`config.mk`:
```
export PLATFORM = sky130hd
export DESIGN_NAME = pipeline_ctrl
export DESIGN_NICKNAME = d
export VERILOG_FILES = /design/src/rtl/pipeline_ctrl.sv
export SDC_FILE = /design/constraint.sdc
export NUM_CORES = 1
export LEC_CHECK = 0
export CAP_MARGIN = 25
export CORE_MARGIN = 4
export CORE_UTILIZATION = 50
export DETAILED_ROUTE_END_ITERATION = 16
export MAX_ROUTING_LAYER = met4
export PLACE_DENSITY = 0.79
export SYNTH_ARGS = -nofsm -noshare
export SYNTH_HDL_FRONTEND = slang
export SYNTH_SLANG_ARGS = --single-unit
```
`constraint.sdc`:
```
create_clock -name clk -period 4.6 [get_ports clk]
set_input_delay 0.92 -clock clk [delete_from_list [all_inputs] [get_ports clk]]
set_output_delay 0.92 -clock clk [all_outputs]
set_load 0.01 [all_outputs]
```
`src/rtl/pipeline_ctrl.sv`:
```
// Pipeline sequencing controller: turns hazard-unit stall/flush requests and the
// data-memory handshake into per-stage register enables and bubble inserts.
// It freezes the pipe while memory is busy, traps into a sticky fault if memory
// never answers, and keeps stall/flush performance counters.
module pipeline_ctrl #(
  parameter int unsigned TIMEOUT = 64,
  parameter int unsigned CNT_W   = 32
) (
  input  logic             clk,
  input  logic             rst_n,
  input  logic             stall_req,
  input  logic             flush_req,
  input  logic             mem_req,
  input  logic             mem_ready,
  output logic             EnF,
  output logic             EnD,
  output logic             EnE,
  output logic             EnM,
  output logic             FlushD,
  output logic             FlushE,
  output logic             FlushW,
  output logic             fault,
  output logic [CNT_W-1:0] stall_cnt,
  output logic [CNT_W-1:0] flush_cnt
);

  // A zero TIMEOUT disables the trap but still needs a 1-bit counter.
  localparam int unsigned WaitW = (TIMEOUT == 0) ? 1 : $clog2(TIMEOUT + 1);
  localparam logic [WaitW-1:0] WaitLast = WaitW'(TIMEOUT - 1);

  typedef enum logic [1:0] {
    StRun,
    StMemWait,
    StFault
  } state_e;

  state_e           state_q;
  logic [WaitW-1:0] wait_cnt_q;

  // Mealy enables and flushes; outputs are forced low while reset is held.
  always_comb begin
    EnF    = 1'b1;
    EnD    = 1'b1;
    EnE    = 1'b1;
    EnM    = 1'b1;
    FlushD = 1'b0;
    FlushE = 1'b0;
    FlushW = 1'b0;
    case (state_q)
      StFault: begin
        {EnF, EnD, EnE, EnM}    = 4'b0000;
        {FlushD, FlushE, FlushW} = 3'b111;
      end
      default: begin
        // In MEM_WAIT only mem_ready matters; in RUN a missed access starts the freeze.
        if ((state_q == StMemWait) ? !mem_ready : (mem_req && !mem_ready)) begin
          {EnF, EnD, EnE, EnM} = 4'b0000;
          FlushW               = 1'b1;
        end else if (flush_req) begin
          // Flush wins over stall: the stalled instruction in D is discarded anyway.
          FlushD = 1'b1;
          FlushE = 1'b1;
        end else if (stall_req) begin
          EnF    = 1'b0;
          EnD    = 1'b0;
          FlushE = 1'b1;
        end
      end
    endcase
    if (!rst_n) begin
      {EnF, EnD, EnE, EnM}    = 4'b0000;
      {FlushD, FlushE, FlushW} = 3'b000;
    end
  end

  // Control FSM: memory-wait tracking with timeout and the sticky fault flag.
  always_ff @(posedge clk or negedge rst_n) begin
    if (!rst_n) begin
      state_q    <= StRun;
      wait_cnt_q <= '0;
      fault      <= 1'b0;
    end else begin
      case (state_q)
        StRun: begin
          if (mem_req && !mem_ready) begin
            state_q    <= StMemWait;
            wait_cnt_q <= '0;
          end
        end
        StMemWait: begin
          // mem_ready beats the timeout when both land in the same cycle.
          if (mem_ready) begin
            state_q <= StRun;
          end else begin
            wait_cnt_q <= wait_cnt_q + WaitW'(1);
            if ((TIMEOUT != 0) && (wait_cnt_q == WaitLast)) begin
              state_q <= StFault;
              fault   <= 1'b1;
            end
          end
        end
        StFault: begin
          // Only reset leaves the fault state.
        end
        default: state_q <= StRun;
      endcase
    end
  end

  // Performance counters; frozen in the fault state, wrap naturally.
  always_ff @(posedge clk or negedge rst_n) begin
    if (!rst_n) begin
      stall_cnt <= '0;
      flush_cnt <= '0;
    end else if (state_q != StFault) begin
      if (!EnD) begin
        stall_cnt <= stall_cnt + CNT_W'(1);
      end
      if (FlushD) begin
        flush_cnt <= flush_cnt + CNT_W'(1);
      end
    end
  end

endmodule

```
==> qor_table.md <==
| Result | Reported | Unit |
|:---|:---|:---|
| Run status | finished, final reports clean | - |
| Combinational power share | 0.195 | - |
| Synth Flop Type | sky130_fd_sc_hd__dfrtp_1 | - |
| Mapped Nets | 336 | - |
| Area inside the core boundary | 0.00687 | mm² |
| Antenna violations before repair | 0 | - |
| Maximum number of pins on one net before global-route repair | 75 | - |
| Starting Density | 0.521 | - |
| Latest clock arrival within the worst-skew pair | 0.33 | ns |
| Count of inserted antenna diode cells | 0 | - |
| XOR/XNOR Fraction of Synth Area | 0.159 | - |
| Max Cap Viol | 0 | - |
| Clock network power share | 0.311 | - |
| Arrival time worst endpoint | 2.79 | ns |
| Number of fillers in the final layout | 522 | - |
| Max Fanout on Critical Path | 8 | - |
| Net switching share of the total power | 0.278 | - |
| Die Wd | 92.6 | µm |
| Final Net Count | 420 | - |
| Post-Synth Simple-Gate Area | 0.245 | - |
| Total Neg Setup Slack | 0 | ns |
| Tightest Hold Check Type | flop to flop | - |
| Total via count after detailed routing | 2649 | - |
| EDFF count, synth | 0 | - |
| Total power per unit cell area | 351 | mW/mm² |
| Leak | 2.01 | nW |
| Setup repair after global routing missed its margin | no | - |
| Total gr overflow | 0 | - |
| Mux contribution to synthesized area | 0.00630 | - |
| Global-route wire length before repair | 12800 | µm |
| Count of state elements after synthesis | 74 | - |
| Synthesized netlist cell count | 327 | - |
| Relative slew margins | 0.354 | - |
| Register-to-register setup slack | 2.62 | ns |
| Post-layout minimum cycle time | 3.71 | ns |
| Area overhead of the layout relative to synthesis | 29.7 | % |
| Library cell with the largest summed area after synthesis | sky130_fd_sc_hd__dfrtp_1 | - |
| Clock transition at the registers of the reported paths | 0.08 | ns |
| Number of warnings reported in the yosys synthesis log | 0 | - |
| Post-synthesis compound-gate area fraction | 0.0437 | - |
| Final core area utilization | 0.675 | - |
| Proportion of layout cells with a drive suffix above 1 | 0.0913 | - |
| Number of global-route vias before repair | 2696 | - |
| Total of cells resized after clock tree synthesis | 0 | - |
| Die Y | 92.6 | µm |
| Global placer's final weighted congestion | 0.851 | - |
| CP Launch Type | primary input | - |
| Most common cell after layout, fill and taps aside | sky130_fd_sc_hd__clkdlybuf4s50_1 | - |
| Main area contributors after synthesis | sky130_fd_sc_hd__dfrtp_1, sky130_fd_sc_hd__xnor2_1, sky130_fd_sc_hd__xor2_1 | - |
| Clock Tree Buf Depth | 2 | - |
| Asr flop ratio synth | 1.00 | - |
| Number of buffers added for setup after CTS | 0 | - |
| Highest clock frequency the design can meet | 0.270 | GHz |
| Share of synthesized cell area in full adder, half adder and majority cells | 0.0105 | - |
| Clock tree root driver cell | sky130_fd_sc_hd__clkbuf_8 | - |
| Wire length per cell after detailed routing | 14.7 | µm |
| Area share of the leading cell type in the synthesized netlist | 0.518 | - |
| Switching component of the power | 453 | µW |
| Clk_skew | 0.0104 | ns |
| Post-CTS Hold Buffers | 0 | - |
| Drt total wl | 7540 | µm |
| Max-slew violation total from the final report | 0 | - |
| Number of buffers inserted during clock tree synthesis | 9 | - |
| Main combinational cell family by area after synthesis | simple AND/OR/NAND/NOR gates | - |
| Overall Global Routing Usage | 0.192 | - |
| Category of the worst setup path capture point | primary output | - |
| DRC errors left | 0 | - |
| Max IR drop VDD | 0.347 | mV |
| Library cells used by synthesis | 42 | - |
| Part of the cycle the worst path needs | 0.805 | - |
| Footprint of the flip-flops and latches | 0.00185 | mm² |
| Total half-perimeter wirelength after legalization and detailed placement | 5430 | µm |
| Area of combinational cells with multiple inputs | 0.00166 | mm² |
| Clock sinks | 74 | - |
| CTS tree | built | - |
| Post-Syn Area per Cell | 10.9 | µm² |
| Number of DRC markers after the initial detailed-route iteration | 102 | - |
| Setup CP Type | primary input to primary output | - |
| Count of H-tree levels built during CTS | 3 | - |
| Final number of hold-violating endpoints | 0 | - |
| Summed instance area of the synthesized netlist | 0.00358 | mm² |
| Endpoint required time on the critical path | 3.68 | ns |
| Number of nets with antenna violations after routing | 0 | - |
| Area enclosed by the die boundary | 0.00857 | mm² |
| Final number of setup-violating endpoints | 0 | - |
| Top library cells by usage in the layout, fill and taps aside | sky130_fd_sc_hd__clkdlybuf4s50_1, sky130_fd_sc_hd__dfrtp_1, sky130_fd_sc_hd__xnor2_1 | - |
| Via count normalized by instance count | 5.17 | - |
| Count of TritonRoute iterations in the first routing pass | 4 | - |
| Fraction of the yosys area taken by sequential cells | 0.518 | - |
| Part of the total power dissipated in sequential elements | 0.494 | - |
| Row count | 30 | - |
| Cell internal pwr | 1.17 | mW |
| Transition time at the pin with the least slew margin | 0.955 | ns |
| Top-level port count | 78 | - |
| Number of buffer cells added on primary ports | 77 | - |
## worst paths after layout
check,startpoint,endpoint,cells after the start
max in group asynchronous,rst_n,stall_cnt[23]$_DFFE_PN0P_,2
setup / recovery,mem_ready,EnD,5
setup reg to reg,state_q[0]$_DFFE_PN0P_,flush_cnt[21]$_DFFE_PN0P_,6
hold / removal,stall_cnt[31]$_DFFE_PN0P_,stall_cnt[31]$_DFFE_PN0P_,1
min in group asynchronous,rst_n,flush_cnt[6]$_DFFE_PN0P_,2
hold reg to reg,stall_cnt[31]$_DFFE_PN0P_,stall_cnt[31]$_DFFE_PN0P_,1
## worst max-delay path, cell delays in order
cell	delay, ns
sky130_fd_sc_hd__clkdlybuf4s50_1	0.63
sky130_fd_sc_hd__nor3b_2	0.16
sky130_fd_sc_hd__nor4_4	0.23
sky130_fd_sc_hd__nor2b_1	0.25
sky130_fd_sc_hd__clkdlybuf4s50_1	0.59
## Yosys cell counts, types with 3 or more instances
master and n:
sky130_fd_sc_hd__nand2_1 28, sky130_fd_sc_hd__buf_2 3, sky130_fd_sc_hd__dfrtp_1 74, sky130_fd_sc_hd__o21ai_0 8
sky130_fd_sc_hd__nand4_1 20, sky130_fd_sc_hd__a21oi_1 7, sky130_fd_sc_hd__nor3_1 11, sky130_fd_sc_hd__and3_1 11
sky130_fd_sc_hd__nand3_1 18, sky130_fd_sc_hd__nor2_1 23, sky130_fd_sc_hd__xor2_1 29, sky130_fd_sc_hd__ha_1 3
sky130_fd_sc_hd__nor2b_1 4, sky130_fd_sc_hd__inv_1 6, sky130_fd_sc_hd__and4_1 5, sky130_fd_sc_hd__nand2b_1 3
sky130_fd_sc_hd__nand3_2 3, sky130_fd_sc_hd__xnor2_1 36, sky130_fd_sc_hd__nor4_2 6
## stage by stage
step | cell area [µm²] | setup slack (ns) | power [mW] | hold WS, ns | instances
global route | 4640 | 0.754 | 1.71 | 0.495 | 512
global placement | 4440 | 0.904 | 1.12 | 0.451 | 496
finish | 4640 | 0.895 | 1.63 | 0.464 | 512
CTS | 4640 | 0.886 | 1.64 | 0.471 | 512
detailed placement | 4440 | 0.880 | 1.13 | 0.455 | 496
floorplan | 3580 | 1.77 | 0.948 | 0.484 | 327
## layout make-up
class                   instances  area share
well taps                      96      0.0259
clock inverters                 5      0.0113
multi-input cells             241       0.358
inverters                       6     0.00485
flip-flops and latches         74       0.399
repair buffers                 79       0.168
clock buffers                  11      0.0326
## logic make-up after synthesis
family | after synthesis
compound gates | 25
xor+xnor | 65
fa+ha+maj | 3
buf+inv | 12
flops | 74
mux | 2
simple gates | 146
## power groups by stage
stage | sequential (mW) | combinational (mW) | clock (mW)
after floorplan | 0.822 | 0.126 | 0
after global placement | 0.812 | 0.310 | 0
after detailed placement | 0.812 | 0.318 | 0
after CTS | 0.803 | 0.322 | 0.517
after global routing | 0.816 | 0.349 | 0.547
final | 0.804 | 0.317 | 0.506
## state kept, by name (all words and copies together), names as in the netlist
register / count
wait_cnt_q: 7
stall_cnt: 32
fault: 1
flush_cnt: 32
state_q: 2
## metal layers
layer  GRT usage  up-vias  part of all wire
li1            -     1314                 -
met5           -        -                 0
met2       0.297       60              0.48
met4      0.0705        0            0.0045
met3      0.0357        4             0.039
met1       0.253     1271              0.47
No activity file was read; power rests on OpenSTA's default activity.
